File: config.mk
export PLATFORM = sky130hd
export DESIGN_NAME = convert_8_64
export DESIGN_NICKNAME = d
export VERILOG_FILES = /design/src/rtl/convert_8_64_pkg.sv /design/src/rtl/convert_8_64.sv
export SDC_FILE = /design/constraint.sdc
export NUM_CORES = 1
export LEC_CHECK = 0
export CAP_MARGIN = 20
export CORE_AREA = 2 2 108 110
export DETAILED_ROUTE_END_ITERATION = 8
export DIE_AREA = 0 0 110 112
export GPL_TIMING_DRIVEN = 0
export PLACE_DENSITY = 0.77
export SETUP_SLACK_MARGIN = 0.2
export SLEW_MARGIN = 20
export SYNTH_ARGS = -nofsm -noshare
export SYNTH_HDL_FRONTEND = slang
export SYNTH_SLANG_ARGS = --single-unit
File: constraint.sdc
create_clock -name clk -period 2.25 [get_ports clk]
set_input_delay 0.225 -clock clk [delete_from_list [all_inputs] [get_ports clk]]
set_output_delay 0.225 -clock clk [all_outputs]
set_load 0.05 [all_outputs]
File: src/rtl/convert_8_64_pkg.sv
// Purpose : shared widths and FSM encoding for the 8->64 byte packer.
// Latency : n/a (declarations only).
// Backpr. : n/a (declarations only).
package convert_8_64_pkg;

  localparam int BYTE_W         = 8;
  localparam int WORD_W         = 64;
  localparam int BYTES_PER_WORD = WORD_W / BYTE_W;
  localparam int CNT_W          = $clog2(BYTES_PER_WORD);
  // Byte count has to reach 8, one bit wider than the lane index.
  localparam int NB_W           = CNT_W + 1;

  typedef enum logic {
    ST_COLLECT = 1'b0,
    ST_HOLD    = 1'b1
  } state_t;

endpackage

File: src/rtl/convert_8_64.sv
// Purpose : packs bytes little-endian into 64-bit words; i_last flushes a zero-padded partial word.
// Latency : word is presented the cycle after its completing byte is accepted.
// Backpr. : holds the word until i_trdy; o_rrdy low in HOLD unless i_trdy frees the slot this cycle.
//
// Ports:
//   clk, reset_n          clock, asynchronous active-low reset
//   i_data/i_rval/i_last  input byte stream, o_rrdy back to the sender
//   o_data/o_nbytes       assembled word (byte k in lane k) and its valid byte count 1..8
//   o_tval/i_trdy         output word handshake
module convert_8_64
  import convert_8_64_pkg::*;
#(
  parameter bit LAST_EN = 1'b1
) (
  input  logic              clk,
  input  logic              reset_n,
  input  logic [BYTE_W-1:0] i_data,
  input  logic              i_rval,
  input  logic              i_last,
  output logic              o_rrdy,
  output logic [WORD_W-1:0] o_data,
  output logic [NB_W-1:0]   o_nbytes,
  output logic              o_tval,
  input  logic              i_trdy
);

  state_t            state_q, state_d;
  logic [WORD_W-1:0] acc_q, acc_d;
  logic [CNT_W-1:0]  byte_cnt_q, byte_cnt_d;
  logic [WORD_W-1:0] out_data_q, out_data_d;
  logic [NB_W-1:0]   out_nbytes_q, out_nbytes_d;
  logic              tval_q, tval_d;

  logic [WORD_W-1:0] acc_wr;
  logic              i_xfer;
  logic              o_xfer;
  logic              word_done;

  assign i_xfer    = i_rval & o_rrdy;
  assign o_xfer    = tval_q & i_trdy;
  assign word_done = i_xfer &
                     ((byte_cnt_q == CNT_W'(BYTES_PER_WORD - 1)) | (LAST_EN & i_last));

  // Current byte dropped into lane byte_cnt. In HOLD the accumulator is
  // already cleared and byte_cnt is 0, so a back-to-back byte lands in lane 0
  // without any special casing. Unwritten lanes stay zero, which is the padding.
  always_comb begin
    acc_wr = acc_q;
    for (int k = 0; k < BYTES_PER_WORD; k++) begin
      if (byte_cnt_q == CNT_W'(k)) begin
        acc_wr[k*BYTE_W +: BYTE_W] = i_data;
      end
    end
  end

  // State register and datapath flops.
  always_ff @(posedge clk or negedge reset_n) begin
    if (!reset_n) begin
      state_q      <= ST_COLLECT;
      acc_q        <= '0;
      byte_cnt_q   <= '0;
      out_data_q   <= '0;
      out_nbytes_q <= '0;
      tval_q       <= 1'b0;
    end else begin
      state_q      <= state_d;
      acc_q        <= acc_d;
      byte_cnt_q   <= byte_cnt_d;
      out_data_q   <= out_data_d;
      out_nbytes_q <= out_nbytes_d;
      tval_q       <= tval_d;
    end
  end

  // Next state. A lone i_last byte accepted while the held word drains
  // completes immediately, so the FSM stays in HOLD.
  always_comb begin
    state_d = state_q;
    case (state_q)
      ST_COLLECT: if (word_done)           state_d = ST_HOLD;
      ST_HOLD:    if (o_xfer & ~word_done) state_d = ST_COLLECT;
      default:                             state_d = ST_COLLECT;
    endcase
  end

  // Datapath next values.
  always_comb begin
    acc_d        = acc_q;
    byte_cnt_d   = byte_cnt_q;
    out_data_d   = out_data_q;
    out_nbytes_d = out_nbytes_q;
    tval_d       = tval_q;

    if (o_xfer) begin
      tval_d = 1'b0;
    end

    if (word_done) begin
      out_data_d   = acc_wr;
      out_nbytes_d = NB_W'(byte_cnt_q) + NB_W'(1);
      tval_d       = 1'b1;
      acc_d        = '0;
      byte_cnt_d   = '0;
    end else if (i_xfer) begin
      acc_d      = acc_wr;
      byte_cnt_d = byte_cnt_q + CNT_W'(1);
    end
  end

  // Outputs. Ready depends on i_trdy only, never on i_rval.
  always_comb begin
    o_rrdy = 1'b0;
    case (state_q)
      ST_COLLECT: o_rrdy = 1'b1;
      ST_HOLD:    o_rrdy = i_trdy;
      default:    o_rrdy = 1'b0;
    endcase
  end

  assign o_data   = out_data_q;
  assign o_nbytes = out_nbytes_q;
  assign o_tval   = tval_q;

endmodule
==> results.toml <==
[cells_and_area]
fillers = 783
fin_area_mm2 = 0.007839
nNetsFinal = 551
antenna_cells = 0
fin_cells = 688
syn_to_final_growth_pct = 29.84
drive_gt1_share_pct = 38.72

[floorplan]
core-area_mm2 = 0.01117
core.rowCount = 39
start_util_pct = 54.03
ioPinCount = 83
dieArea_mm2 = 0.01232
dieWidth_um = 110
die_h_um = 112

[global_route]
use_met1_pct = 34.46
grt_pass1_vias = 4193
grt_pass1_wl_um = 22630
use_met2_pct = 35.58
gr-total-overflow = 0
grt_usage_pct = 24.43
grt_busiest_layer = "met2"
grt_max_degree = 78
use_met3_pct = 7.026
antenna_found_initial = 0

[sta]
finalMaxSlewViolations = 0
slew_headroom_pct = 47.84
clock.fmax_mhz = 502.6
rsz0062_at_grt = "false"
worstMarginPinSlew_ps = 782.4
min_period_over_period_pct = 88.43
clock_skew_ps = 5.453
final-setup-viol-count = 0
finalHoldViolCount = 0
fin_crit_ps = 1990
tns_ps = 0

[cts]
clockRootBuffer = "clkbuf_16"
clk_latency_ps = 420
htreeDepth = 4
cts_buffers = 17
clockBufferDepth = 2
path_clk_slew_ps = 60
cts.sinks = 137
cts_tree = "built"

[yosys]
synth_warnings = 0
synth_cell_types = 29
seq_area_frac_synth_pct = 56.79
ys_ff_latch = 137
avgSynthCellArea_um2 = 14.27
syn_inst = 423
syn-cell-area_mm2 = 0.006037
synthesis.nets = 442

[outcome]
outcome = "finished, final reports clean"

[setup_path]
crit_chain = "clkbuf_4, buf_4, inv_1, ha_1, clkbuf_4, mux2_2, mux2_2"
rr_endpoint = "o_data[28]$_DFFE_PN0P_"
reg2reg_depth = 7
critPathLaunch = "byte_cnt_q[2]$_DFFE_PN0P_"
r2r_start = "byte_cnt_q[2]$_DFFE_PN0P_"
worstPathArrival_ps = 2290
critical_path.endpoint_type = "flop"
worstSetupEndpoint = "o_data[28]$_DFFE_PN0P_"
critPathRequiredTime_ps = 2550
critPathKind = "flop to flop"
slowest_delay_ps = 390
slowest_stage = "dfrtp_1"
r2r_slack_ps = 260
crit_path_max_fanout = 10
cp-start-kind = "flop"

[placed_design]
gp_congestion = 0.8298
place_inst = 641
placed_cell_area_mm2 = 0.006989
dp_hpwl_um = 9062
numPortBuffers = 74

[routing]
drt-initial-drc-count = 277
drt_first_pass_iters = 4
num_vias = 4022
avgRoutedWirePerCell_um = 21.16
viasPerCell = 5.846
detail-route-antenna-nets = 0
drc = 0
routed_wl_um = 14560

[run]
drv_cap = 0

[min_path]
hold_class = "input port to asynchronous set/reset pin"

[power_and_ir_drop]
total_power_mw = 8.949
power.density_mw_per_mm2 = 1142
irDropWorstVdd_uv = 890.4
p_leak_nw = 3.684
-- cells by family (layout without fill, tap and decap cells) --
| kind of cell | count (synthesis) | after routing | synth area share [%] |
|---|---|---|---|
| mux | 132 | 132 | 25.16 |
| flops | 137 | 137 | 56.79 |
| buf+inv | 34 | 156 | 2.715 |
| simple gates | 47 | 47 | 4.456 |
| fa+ha+maj | 6 | 6 | 1.243 |
| compound gates | 67 | 67 | 9.638 |
-- how the worst min path moves through the flow --
| stage | to | slack, ps | cells past startpoint |
|---|---|---|---|
| after floorplan | acc_q[0]$_DFFE_PN0P_ | -70 | 0 |
| after global placement | state_q$_DFF_PN0_ | 460 | 2 |
| after detailed placement | acc_q[57]$_DFFE_PN0P_ | 190 | 1 |
| after CTS | o_nbytes[2]$_DFFE_PN0P_ | 350 | 2 |
| after global routing | acc_q[63]$_DFFE_PN0P_ | 380 | 2 |
| final | o_data[59]$_DFFE_PN0P_ | 330 | 2 |
-- flip-flops by register name (all words and copies together) (netlist names) --
name	count
state_q	1
byte_cnt_q	3
o_data	64
o_nbytes	4
o_tval	1
acc_q	64
-- synthesized netlist by cell type --
cell       number  area share [%]
o211ai_2        3            0.62
o21ai_0         4            0.33
o2bb2ai_1      48             7.0
a22o_1          8             1.2
nand3_1        14             1.2
nor3_1          1           0.083
inv_1           5            0.31
nand4_1         2            0.21
nor2_2          1            0.10
nor2b_1         3            0.31
nand2_1         9            0.56
dfrtp_1       137              57
o211ai_1        1            0.12
buf_2          14             1.2
mux2i_1         1            0.17
and2_1          9            0.93
mux2_2        122              23
buf_6           2            0.37
mux2_4          9             2.2
and4_1          1            0.15
nand3_4         1            0.29
ha_1            6             1.2
nand2b_1        4            0.41
buf_1           9            0.56
buf_4           1            0.12
clkbuf_1        3            0.19
a211o_1         3            0.44
nand4b_1        1            0.15
or2_1           1            0.10
-- final cells by class --
| cell class | instances | area, um2 | area share [%] |
|---|---|---|---|
| flip-flops and latches | 137 | 3428 | 43.74 |
| clock buffers | 20 | 466.7 | 5.954 |
| repair buffers | 90 | 934.6 | 11.92 |
| clock inverters | 12 | 147.6 | 1.883 |
| well taps | 143 | 178.9 | 2.283 |
| multi-input cells | 252 | 2467 | 31.48 |
| plain buffers | 29 | 196.4 | 2.506 |
| inverters | 5 | 18.77 | 0.2394 |
-- cell usage in the layout (no fill, tap or decap), types with 2 or more instances in the layout --
cell type / Yosys / layout
a211o_1: 3 / 3
a22o_1: 8 / 8
and2_1: 9 / 9
buf_1: 9 / 7
buf_12: 0 / 2
buf_2: 14 / 8
buf_4: 1 / 16
buf_6: 2 / 2
buf_8: 0 / 3
bufinv_16: 0 / 3
clkbuf_16: 0 / 19
clkbuf_2: 0 / 2
clkbuf_4: 0 / 2
clkbuf_8: 0 / 3
clkdlybuf4s50_1: 0 / 72
clkinv_2: 0 / 5
clkinv_4: 0 / 2
clkinvlp_4: 0 / 2
dfrtp_1: 137 / 137
ha_1: 6 / 3
ha_2: 0 / 2
inv_1: 5 / 5
mux2_2: 122 / 122
mux2_4: 9 / 9
nand2_1: 9 / 7
nand2_2: 0 / 2
nand2b_1: 4 / 4
nand3_1: 14 / 14
nand4_1: 2 / 2
nor2b_1: 3 / 3
o211ai_2: 3 / 3
o21ai_0: 4 / 4
o2bb2ai_1: 48 / 48
-- timing repair --
| item | CTS | global route |
|---|---|---|
| hold buffers | 1 | 0 |
| setup endpoints to repair | 94 | 85 |
| hold endpoints to repair | 60 | 0 |
| pin swaps | 1 | 1 |
| gates resized for setup | 17 | 15 |
| cloned | 0 | 2 |
| setup buffers | 5 | 7 |
-- through the flow --
step | setup slack [ps] | hold slack, ps | util, %
floorplan | 248.5 | -70.59 | -
global placement | -4166 | 464.1 | 62.26
detailed placement | -39.10 | 193.7 | 62.55
CTS | 193.1 | 351.8 | 68.96
global route | 188.5 | 377.5 | 70.15
finish | 260.3 | 330.5 | 70.15
-- power by group --
group          internal [mW]  switching [mW]
logic                   1.16            1.79
clock network           1.82            1.05
registers               2.89           0.236
-- worst max-delay path, delay by kind of cell (launching register included) --
kind | cells | cell delay, ps
buffers and inverters | 4 | 680
DFF | 1 | 390
adders and majority gates | 1 | 160
muxes | 2 | 640
-- per-layer routing --
metal / share of wire [%] / wire, um / vias up
met5: 0 / 0 / -
met1: 44 / 6430 / 2062
met4: 1.4 / 199 / 0
li1: - / - / 1785
met2: 48 / 6926 / 155
met3: 6.9 / 1001 / 20
(Power assumes the default switching activity.)
